`src/rtl/timer_sched_pkg.sv`:
```
// Shared definitions for the round-robin interval-timer scheduler:
// FSM state encodings and a constant-width helper.
package timer_sched_pkg;

  typedef enum logic [1:0] {
    ST_IDLE = 2'd0,
    ST_LOAD = 2'd1,
    ST_RUN  = 2'd2,
    ST_DONE = 2'd3
  } state_t;

  function automatic int clog2(input int n);
    int r;
    r = 0;
    for (int i = 0; i < 31; i++) begin
      if ((1 << i) < n) r = i + 1;
    end
    return r;
  endfunction

endpackage

```
`src/rtl/tmr_down_cnt.sv`:
```
// Loadable down counter that saturates at zero; asynchronous clear.
module tmr_down_cnt #(
  parameter int CW = 4
) (
  input  logic          clk,
  input  logic          reset_n,
  input  logic          load,
  input  logic [CW-1:0] load_val,
  input  logic          en,
  output logic [CW-1:0] count,
  output logic          zero
);

  logic [CW-1:0] count_reg;

  always_ff @(posedge clk or negedge reset_n) begin
    if (!reset_n) begin
      count_reg <= '0;
    end else if (load) begin
      count_reg <= load_val;
    end else if (en && (count_reg != '0)) begin
      count_reg <= count_reg - CW'(1);
    end
  end

  assign count = count_reg;
  assign zero  = (count_reg == '0);

endmodule

```
`src/rtl/timer_rr_sched.sv`:
```
// Round-robin arbiter handing one shared down-counting timer to NREQ requesters,
// one timed exclusive slot at a time, with done/aborted completion reporting.
module timer_rr_sched
  import timer_sched_pkg::*;
#(
  parameter int NREQ = 4,
  parameter int CW   = 4,
  parameter int IW   = 2
) (
  input  logic               clk,
  input  logic               reset_n,
  input  logic [NREQ-1:0]    req,
  input  logic [NREQ*CW-1:0] dur,
  output logic [NREQ-1:0]    gnt,
  output logic [IW-1:0]      gnt_id,
  output logic               busy,
  output logic [CW-1:0]      count,
  output logic [NREQ-1:0]    done,
  output logic               aborted
);

  // One extra bit so ptr+offset cannot overflow before the modulo fold.
  localparam int SW = clog2(NREQ) + 1;

  state_t        state_reg, state_next;
  logic [IW-1:0] ptr_reg, ptr_next;
  logic [IW-1:0] gnt_id_reg, gnt_id_next;
  logic          aborted_reg, aborted_next;

  logic [IW-1:0] cand_idx [NREQ];
  logic [NREQ-1:0] cand_hit;
  logic [CW-1:0] dur_arr [NREQ];
  logic [IW-1:0] win_idx;
  logic          req_held;
  logic          tmr_load, tmr_en, tmr_zero;
  logic          slot_active, slot_done;

  generate
    for (genvar gi = 0; gi < NREQ; gi++) begin : gen_rr
      logic [SW-1:0] sum;
      assign sum          = SW'(ptr_reg) + SW'(gi);
      assign cand_idx[gi] = (sum >= SW'(NREQ)) ? IW'(sum - SW'(NREQ)) : IW'(sum);
      assign cand_hit[gi] = req[cand_idx[gi]];
      assign dur_arr[gi]  = dur[gi*CW +: CW];
    end
  endgenerate

  // Lowest search offset wins, so the pointer position has top priority.
  always_comb begin
    win_idx = cand_idx[0];
    for (int i = NREQ - 1; i >= 0; i--) begin
      if (cand_hit[i]) win_idx = cand_idx[i];
    end
  end

  assign req_held = req[gnt_id_reg];

  always_comb begin
    state_next   = state_reg;
    ptr_next     = ptr_reg;
    gnt_id_next  = gnt_id_reg;
    aborted_next = aborted_reg;
    tmr_load     = 1'b0;
    tmr_en       = 1'b0;
    case (state_reg)
      ST_IDLE: begin
        if (|req) begin
          gnt_id_next = win_idx;
          state_next  = ST_LOAD;
        end
      end
      ST_LOAD: begin
        if (!req_held) begin
          aborted_next = 1'b1;
          state_next   = ST_DONE;
        end else begin
          tmr_load   = 1'b1;
          state_next = ST_RUN;
        end
      end
      ST_RUN: begin
        // Withdrawal wins over expiry so the flag reflects the abort.
        if (!req_held) begin
          aborted_next = 1'b1;
          state_next   = ST_DONE;
        end else if (tmr_zero) begin
          state_next = ST_DONE;
        end else begin
          tmr_en = 1'b1;
        end
      end
      ST_DONE: begin
        ptr_next     = (gnt_id_reg == IW'(NREQ - 1)) ? '0 : gnt_id_reg + IW'(1);
        aborted_next = 1'b0;
        state_next   = ST_IDLE;
      end
      default: state_next = ST_IDLE;
    endcase
  end

  always_ff @(posedge clk or negedge reset_n) begin
    if (!reset_n) begin
      state_reg   <= ST_IDLE;
      ptr_reg     <= '0;
      gnt_id_reg  <= '0;
      aborted_reg <= 1'b0;
    end else begin
      state_reg   <= state_next;
      ptr_reg     <= ptr_next;
      gnt_id_reg  <= gnt_id_next;
      aborted_reg <= aborted_next;
    end
  end

  tmr_down_cnt #(.CW(CW)) u_tmr (
    .clk      (clk),
    .reset_n  (reset_n),
    .load     (tmr_load),
    .load_val (dur_arr[gnt_id_reg]),
    .en       (tmr_en),
    .count    (count),
    .zero     (tmr_zero)
  );

  assign slot_active = (state_reg == ST_LOAD) || (state_reg == ST_RUN);
  assign slot_done   = (state_reg == ST_DONE);

  generate
    for (genvar gi = 0; gi < NREQ; gi++) begin : gen_dec
      assign gnt[gi]  = slot_active && (gnt_id_reg == IW'(gi));
      assign done[gi] = slot_done && (gnt_id_reg == IW'(gi));
    end
  endgenerate

  assign busy    = slot_active;
  assign gnt_id  = gnt_id_reg;
  assign aborted = aborted_reg;

endmodule

```
`config.mk`:
```
export PLATFORM = sky130hd
export DESIGN_NAME = timer_rr_sched
export DESIGN_NICKNAME = d
export VERILOG_FILES = /design/src/rtl/timer_sched_pkg.sv /design/src/rtl/tmr_down_cnt.sv /design/src/rtl/timer_rr_sched.sv
export SDC_FILE = /design/constraint.sdc
export NUM_CORES = 1
export LEC_CHECK = 0
export CORE_UTILIZATION = 47
export DETAILED_ROUTE_END_ITERATION = 10
export PLACE_DENSITY = 0.93
export SYNTH_ARGS = -nofsm -noshare
export SYNTH_HDL_FRONTEND = slang
export SYNTH_SLANG_ARGS = --single-unit
```
`constraint.sdc`:
```
create_clock -name clk -period 4.3 [get_ports clk]
set_input_delay 0.86 -clock clk [delete_from_list [all_inputs] [get_ports clk]]
set_output_delay 0.86 -clock clk [all_outputs]
set_load 0.005 [all_outputs]
```
==> impl_metrics.csv, run 1 <==
group,metric,value,unit
status,status,"complete, no violations",
timing,min_period,2.74,ns
timing,worstMarginPinSlew,0.527,ns
place,gp_congestion,0.842,
logic_synthesis,yosysWarnings,0,
critical_path,cp_cell_sequence,"inv_1 -> ha_1 -> and2_1 -> clkdlybuf4s50_1",
finish,fillers,150,
logic_synthesis,ys_seq_elements,11,
global_routing,grtUsageTotal,24.9,%
pwr,cellLeakagePower,0.606,nW
pwr,switching_share,41.7,%
pwr,comb_power_share,65.1,%
clocking,clock_sinks,11,
clocking,post_cts_buffers,0,
pwr,peakVddDrop,0.297,mV
clocking,postCtsHoldBufs,0,
timing,drv_slew,0,
critical_path,critPathArrivalTime,1.88,ns
critical_path,crit_type,"reg -> out",
die,dieArea,2290,sq um
die,core_area,1960,sq um
timing,max_slew_margin,64.7,%
die,initial_core_util,50.4,%
die,rows,16,
logic_synthesis,synth_common_cells,"11 x dfrtp_1, 11 x ha_1, 11 x inv_1",
logic_synthesis,synthCells,101,
place,place_inst,161,
logic_synthesis,ys_seq_area_share,27.8,%
finish,antennaDiodeCount,0,
pwr,power.switching,0.373,mW
clocking,clk_path_buf_depth,2,
logic_synthesis,synth_nets,134,
route,dr.pass1.iters,4,
global_routing,grt_pass1_wl,3870,microns
place,post-dp-hpwl,1940,microns
job,maxCapViolations,0,
critical_path,cp_max_fo,10,
timing,finalClockSkew,0.00470,ns
timing,rsz0062_at_grt,"no",
min_path,hp-class,"reg -> reg",
critical_path,reg2reg_slack,2.26,ns
timing,final_hold_viol_count,0,
clocking,ctsHtreeMaxLevel,1,
global_routing,antenna_found_initial,0,
logic_synthesis,dominantRegCellSynth,"dfrtp_1",
clocking,cts_root_buffer,"clkbuf_4",
die,die_w,47.9,microns
logic_synthesis,yosysTopAreaCell,"dfrtp_1",
timing,timing.final.ws_setup,1.56,ns
finish,drive_above_1_share,6.52,%
timing,timing.hold.ws,0.549,ns
finish,nNetsFinal,172,
critical_path,required,3.44,ns
logic_synthesis,synth.area.top_cells,"dfrtp_1 28%, ha_1 14%, mux4_1 11%, a21oi_1 5.1%, and2_1 5.1%",
pwr,clockPowerShare,8.5,%
pwr,power,0.893,mW
finish,layout.cells.non_filler,165,
route,drt-total-wl,2450,microns
finish,post-route-util,70.9,%
global_routing,overflow,0,
critical_path,cp-end-kind,"output port",
clocking,cts_resized,0,
timing,timing.final.crit_share,63.7,%
finish,stdcell_area,1390,sq um
timing,fin_setup_tns,0,ns
timing,setup_viol,0,
global_routing,grt_max_degree,12,
pwr,p_int,0.520,mW
route,drc,0,
critical_path,crit_slowest_cell,"dfrtp_1",
pwr,power_frac_seq,26.3,%
route,detail-route-antenna-nets,0,
route,wl_per_cell,14.8,microns
critical_path,crit_path_start_kind,"register",
clocking,cts_buffers,3,
place,pre_cts_ws,1.57,ns
logic_synthesis,netlist_area,990,sq um
finish,area_delta_synth_final,40.5,%
logic_synthesis,synth_top_area_share,27.8,%
route,num_vias,905,
route,viasPerCell,5.48,
timing,fmax,365,MHz
pwr,p_per_area,642,nW/um^2
finish,largest_reg_flops,4,
place,place_area,1360,sq um
clocking,clkLatencyLatePin,0.28,ns
clocking,path_clk_slew,0.08,ns
critical_path,cpPeakStageDelay,0.61,ns
place,portBuffers,37,
die,die_h,47.9,microns
logic_synthesis,synth_edf_count,0,
logic_synthesis,async_reset_ff_share,100,%
logic_synthesis,ys_types,29,
die,boundaryPins,38,
global_routing,grt_pass1_vias,894,
logic_synthesis,avgSynthCellArea,9.80,sq um
clocking,cts_tree,"yes",
route,drt_iter0_markers,16,
[metal layers]
metal	share of wire [%]	track usage [%]	wire length (microns)	up-vias
met2	51	43.8	1240	22
met3	3.3	4.53	80	6
met5	0	0	0	-
li1	-	-	-	439
met1	44	29.3	1080	438
met4	2.0	11.1	49	0
[final timing paths]
kind	startpoint	end	cells after the start
setup / recovery	gnt_id[0]	done[2]	4
hold / removal	aborted	aborted	2
setup reg to reg	state_reg[0]	u_tmr.count[3]	6
hold reg to reg	aborted	aborted	2
max in group asynchronous	reset_n	gnt_id[1]	1
min in group asynchronous	reset_n	u_tmr.count[0]	1
[placed cells by master, fill, tap and decap left out, drive strengths merged, types with 2 or more instances in the layout]
master         count
a21oi             10
a22o               2
a2bb2oi            2
and2               8
clkbuf             4
clkdlybuf4s50     37
dfrtp             11
ha                11
inv               11
mux2i              2
mux4               5
nand2              4
nand3              2
nor2               5
nor2b              5
o21ai              7
o221ai             2
[worst max-delay path: cells and delay by family, from the launching register on]
family	cells	cell delay [ns]
simple gates	1	0.16
buf+inv	2	0.60
flops	1	0.61
fa+ha+maj	1	0.24
[layout make-up]
cell class	instances	area (sq um)	share of cell area, %
clock buffer	4	26.3	1.89
tap	27	33.8	2.43
multi-input combinational	75	643	46.3
sequential	11	275	19.8
timing repair buffer	37	370	26.6
inverter	11	41.3	2.97
[power groups by stage]
| stage | Clock (mW) | Combinational [mW] | Sequential, mW |
|---|---|---|---|
| 5_1_grt | 0.0785 | 0.648 | 0.244 |
| 2_1_floorplan | 0 | 0.385 | 0.205 |
| 3_5_place_dp | 0 | 0.580 | 0.236 |
| 4_1_cts | 0.0746 | 0.581 | 0.235 |
| 6_report | 0.0759 | 0.582 | 0.235 |
| 3_3_place_gp | 0 | 0.551 | 0.233 |
[logic make-up after synthesis]
kind of cell / synth area share, %
buffers and inverters: 7.21
AOI/OAI and AO/OA: 17.8
DFF: 27.8
adders and majority gates: 13.9
muxes: 14.9
and+or+nand+nor: 18.3
(Power assumes the default switching activity.)
==> run 2, diff against run 1 <==
Settings changed: CORE_UTILIZATION 47 to 39, PLACE_DENSITY 0.93 to 0.83.
Clock period 4.3 ns to 2.2 ns, I/O delays scaled along.
==> run 2 against run 1 <==
  * Critical path depth unchanged
  * Die area up 20%
  * Register-to-register slack worse by 2.0 ns
  * Largest cell class unchanged
  * Largest power group unchanged
  * Critical path type unchanged
==> impl_metrics.csv, run 2 (same netlist as run 1, synthesis figures left out) <==
group,metric,value,unit
global_routing,antenna_found_initial,0,
place,portBuffers,37,
finish,regArea,275,sq um
finish,area_delta_synth_final,49.2,%
die,rows,17,
pwr,cellLeakagePower,0.706,nW
critical_path,reg2reg_depth,6,
timing,fin_setup_tns,0,ns
finish,fillers,182,
timing,final_hold_viol_count,0,
finish,antennaDiodeCount,0,
pwr,power,1.85,mW
critical_path,r2r_start,"state_reg[0]",
global_routing,overflow,0,
die,die_w,52.4,microns
clocking,cts_buffers,3,
job,maxCapViolations,0,
pwr,p_int,1.10,mW
route,wl_per_cell,14.5,microns
critical_path,crit_slowest_cell,"clkdlybuf4s50_1",
clocking,clock_sinks,11,
route,drt_iter0_markers,6,
route,viasPerCell,5.36,
pwr,p_per_area,1250,nW/um^2
finish,layout_commonest_cell,"clkdlybuf4s50_1",
critical_path,reg2reg_slack,0.27,ns
route,dr.pass1.iters,4,
critical_path,cp_cell_sequence,"inv_1 -> ha_1 -> and2_1 -> clkdlybuf4s50_1",
clocking,cts_root_buffer,"clkbuf_4",
pwr,comb_power_share,69.7,%
critical_path,cpPeakStageDelay,0.49,ns
pwr,power.switching,0.748,mW
place,gp_congestion,0.844,
route,drc,0,
place,pre_cts_ws,0.0695,ns
timing,min_period,2.04,ns
timing,rsz0062_at_grt,"no",
critical_path,critPathBufInv,2,
timing,max_slew_margin,63.8,%
finish,final_cell_mix,"33 x clkdlybuf4s50_1, 11 x dfrtp_1, 10 x a21oi_1, 9 x inv_1, 9 x ha_1",
timing,fmax,489,MHz
clocking,cts_tree,"yes",
pwr,clockPowerShare,7.9,%
timing,worstMarginPinSlew,0.541,ns
finish,multiInputGateArea,658,sq um
critical_path,crit_type,"reg -> out",
route,route.met2.wl,1330,microns
route,wl_met3,79,microns
global_routing,grt_pass1_vias,875,
critical_path,cp_max_fo,5,
route,detail-route-antenna-nets,0,
critical_path,critical_path.top_delay_family,"buffers and inverters",
pwr,peakVddDrop,0.675,mV
route,top_layer,"met4",
min_path,hp-class,"in -> async",
clocking,clkLatencyLatePin,0.28,ns
finish,nNetsFinal,180,
timing,timing.final.crit_share,92.9,%
route,wl_met1,1070,microns
critical_path,cp-end-kind,"output port",
global_routing,grtUsageTotal,20.6,%
place,post-dp-hpwl,2010,microns
pwr,power_frac_seq,22.4,%
timing,finalClockSkew,0.0110,ns
status,status,"complete, no violations",
global_routing,grt_max_degree,12,
finish,largest_reg_flops,4,
die,boundaryPins,38,
finish,drive_above_1_share,14.4,%
route,num_vias,933,
clocking,clk_path_buf_depth,2,
critical_path,crit_path_start_kind,"register",
route,drt-total-wl,2520,microns
clocking,postCtsHoldBufs,0,
timing,drv_slew,0,
die,initial_core_util,43.1,%
global_routing,grt_pass1_wl,4090,microns
timing,setup_viol,0,
timing,timing.final.ws_setup,0.156,ns
clocking,ctsHtreeMaxLevel,1,
pwr,switching_share,40.5,%
die,core_area,2300,sq um
critical_path,required,1.76,ns
critical_path,r2r-end,"u_tmr.count[3]",
clocking,path_clk_slew,0.08,ns
die,dieArea,2740,sq um
die,die_h,52.4,microns
critical_path,critPathArrivalTime,1.60,ns
run 2: cell type report:
type	count	share of cell area (%)
tap	28	2.37
timing repair buffer	45	29.8
clock buffer	4	1.78
inverter	11	2.80
sequential	11	18.6
multi-input combinational	75	44.6
run 2: worst reg2reg max path: stages (launching register included):
cell and delay, ns:
dfrtp_1 0.41, inv_2 0.13, ha_1 0.29, or4b_2 0.62, nor3_1 0.16, a22oi_1 0.09, o221ai_1 0.17
run 2: power by group through the flow:
stage	clock (mW)	combinational [mW]	sequential, mW
2_1_floorplan	0	0.753	0.401
3_3_place_gp	0	1.19	0.410
3_5_place_dp	0	1.22	0.416
4_1_cts	0.151	1.26	0.413
5_1_grt	0.167	1.42	0.430
6_report	0.146	1.29	0.414
run 2: worst max path at each step:
stage,from,to,slack [ns],cells past startpoint
after detailed placement,req[2],state_reg[0],0.07,5
final,gnt_id[0],done[2],0.16,4
after CTS,state_reg[0],gnt[3],0.01,4
after global placement,req[2],state_reg[0],0.14,5
after floorplan,state_reg[0],u_tmr.count[3],0.38,6
after global routing,gnt_id[0],done[2],0.06,4
run 2: what timing repair did:
action,in CTS,in global routing
pin swaps,0,1
endpoints found under the hold margin,0,0
resized for setup,1,7
setup endpoints to repair,4,7
setup buffers,0,2
run 2: per-stage QoR:
| step | util (%) | std cells | area, sq um | hold WS (ns) |
|---|---|---|---|---|
| after floorplan | - | 101 | 990 | 0.144 |
| after global placement | 61.4 | 168 | 1410 | 0.510 |
| after detailed placement | 61.4 | 168 | 1410 | 0.545 |
| after CTS | 63.1 | 172 | 1450 | 0.527 |
| after global routing | 64.3 | 174 | 1480 | 0.549 |
| final | 64.3 | 174 | 1480 | 0.508 |
run 2: per-layer routing:
metal | up-vias | GRT usage, %
met2 | 24 | 36.1
met5 | - | 0
li1 | 459 | -
met3 | 4 | 3.48
met4 | 0 | 9.65
met1 | 446 | 24.0
==> run 3, diff against run 2 <==
Settings changed: CORE_UTILIZATION 39 to 43, PLACE_DENSITY 0.83 to 0.87.
Clock period 2.2 ns to 2.1 ns, I/O delays scaled along.
==> run 3 against run 2 <==
  * Worst hold slack lost 0.016 ns
  * Combinational power grew 9%
  * Clock skew shrank 0.0092 ns
  * Clock-buffer cell count is the same
  * Setup slack lost 0.079 ns
  * Global-route usage shrank 0.051 points
  * Total power grew 8.9%
  * Sequential share of layout area shrank 0.42 points
  * Final area grew 3.2%
  * Clock power grew 3%
  * Critical path depth is the same
  * Largest cell class unchanged
  * Highest routed layer unchanged
==> impl_metrics.csv, run 3 (same netlist as run 1, synthesis figures left out) <==
group,metric,value,unit
status,status,"complete, no violations",
clocking,cts_buffers,3,
job,maxCapViolations,0,
die,rows,17,
global_routing,grt_pass1_vias,891,
die,core_area,2190,sq um
critical_path,critPathArrivalTime,1.60,ns
finish,area_delta_synth_final,54.0,%
route,viasPerCell,5.32,
timing,final_hold_viol_count,0,
finish,nNetsFinal,186,
die,die_h,50.0,microns
route,drt-total-wl,2380,microns
critical_path,critPathBufInv,2,
finish,fillers,157,
clocking,clk_path_buf_depth,2,
critical_path,cp-end-kind,"output port",
timing,fin_setup_tns,0,ns
critical_path,crit_slowest_cell,"clkdlybuf4s50_1",
global_routing,grt_max_degree,12,
critical_path,critical_path.top_delay_family,"buffers and inverters",
pwr,peakVddDrop,0.906,mV
timing,max_slew_margin,64.5,%
die,initial_core_util,45.2,%
finish,layout_commonest_cell,"clkdlybuf4s50_1",
finish,post-route-util,69.6,%
finish,drive_above_1_share,19.7,%
timing,fmax,494,MHz
finish,stdcell_area,1520,sq um
place,place_area,1430,sq um
route,wl_per_cell,13.2,microns
route,dr.pass1.iters,4,
clocking,clock_sinks,11,
timing,worstMarginPinSlew,0.531,ns
timing,min_period,2.02,ns
critical_path,required,1.68,ns
route,num_vias,958,
critical_path,cpPeakStageDelay,0.50,ns
place,post-dp-hpwl,1830,microns
clocking,ctsHtreeMaxLevel,1,
place,gp_congestion,0.892,
finish,final_cell_mix,"33 x clkdlybuf4s50_1, 14 x buf_4, 10 x a21oi_1, 9 x ha_1, 9 x dfrtp_1",
pwr,p_per_area,1320,nW/um^2
clocking,path_clk_slew,0.07,ns
critical_path,crit_type,"reg -> out",
critical_path,cp_cell_sequence,"inv_2 -> ha_1 -> and2_1 -> clkdlybuf4s50_1",
route,drc,0,
die,dieArea,2500,sq um
pwr,cellLeakagePower,0.732,nW
clocking,postCtsHoldBufs,0,
clocking,cts_tree,"yes",
finish,antennaDiodeCount,0,
critical_path,cp_max_fo,6,
critical_path,crit_path_start_kind,"register",
route,detail-route-antenna-nets,0,
global_routing,grt_pass1_wl,3860,microns
die,die_w,50.0,microns
min_path,hp-class,"in -> async",
place,portBuffers,37,
clocking,cts_root_buffer,"clkbuf_4",
die,boundaryPins,38,
route,drt_iter0_markers,11,
timing,finalClockSkew,0.00174,ns
timing,setup_viol,0,
clocking,clkLatencyLatePin,0.27,ns
timing,timing.final.crit_share,96.3,%
finish,regArea,278,sq um
finish,multiInputGateArea,658,sq um
global_routing,overflow,0,
global_routing,grtUsageTotal,20.5,%
timing,drv_slew,0,
pwr,power,2.01,mW
finish,largest_reg_flops,4,
global_routing,antenna_found_initial,0,
-- run 3: worst reg2reg max path, cell delays in order (launching register included) --
cell and delay (ns):
dfrtp_1 0.41, inv_2 0.13, buf_4 0.12, ha_1 0.15, or4b_2 0.61, nor3_1 0.15
a22oi_1 0.09, o221ai_1 0.17
-- run 3: area by class of cell --
cell class,instances,area share (%)
inverter,11,2.71
timing repair buffer,51,31.9
tap,28,2.30
sequential,11,18.2
clock buffer,4,1.72
multi-input combinational,75,43.2
-- run 3: path summary, 6_finish.rpt --
kind | startpoint | end | slack [ns] | depth (start not counted)
min in group clk | aborted | aborted | 0.55 | 2
worst max register to register | state_reg[0] | u_tmr.count[3] | 0.19 | 7
worst max-delay path | gnt_id[0] | done[2] | 0.08 | 4
max in group asynchronous | reset_n | gnt_id[1] | 1.23 | 1
worst min-delay path | reset_n | aborted | 0.49 | 1
worst min register to register | aborted | aborted | 0.55 | 2
-- run 3: power breakdown --
part | internal [mW] | leakage (nW) | switching, mW | total [mW]
registers | 0.326 | 0.123 | 0.127 | 0.453
logic | 0.818 | 0.594 | 0.592 | 1.41
clock network | 0.0737 | 0.0150 | 0.0758 | 0.150
-- run 3: per-layer routing --
| metal | wire length (microns) | global-route usage [%] | vias to the layer above |
|---|---|---|---|
| li1 | - | - | 469 |
| met1 | 1080 | 25.2 | 459 |
| met2 | 1200 | 35.1 | 24 |
| met3 | 64 | 2.78 | 6 |
| met4 | 44 | 9.52 | 0 |
| met5 | 0 | 0 | - |
-- run 3: per-stage QoR --
stage | instances | hold WS, ns | worst slack [ns]
floorplan | 101 | 0.124 | 0.282
global placement | 170 | 0.518 | 0.109
detailed placement | 170 | 0.540 | 0.0352
CTS | 175 | 0.500 | 0.00333
global route | 180 | 0.523 | -0.00428
finish | 180 | 0.492 | 0.0771
-- run 3: what timing repair did --
item | in CTS | in global routing
buffers inserted | 1 | 5
resized for setup | 4 | 7
setup endpoints to repair | 7 | 8
pin swaps | 0 | 1
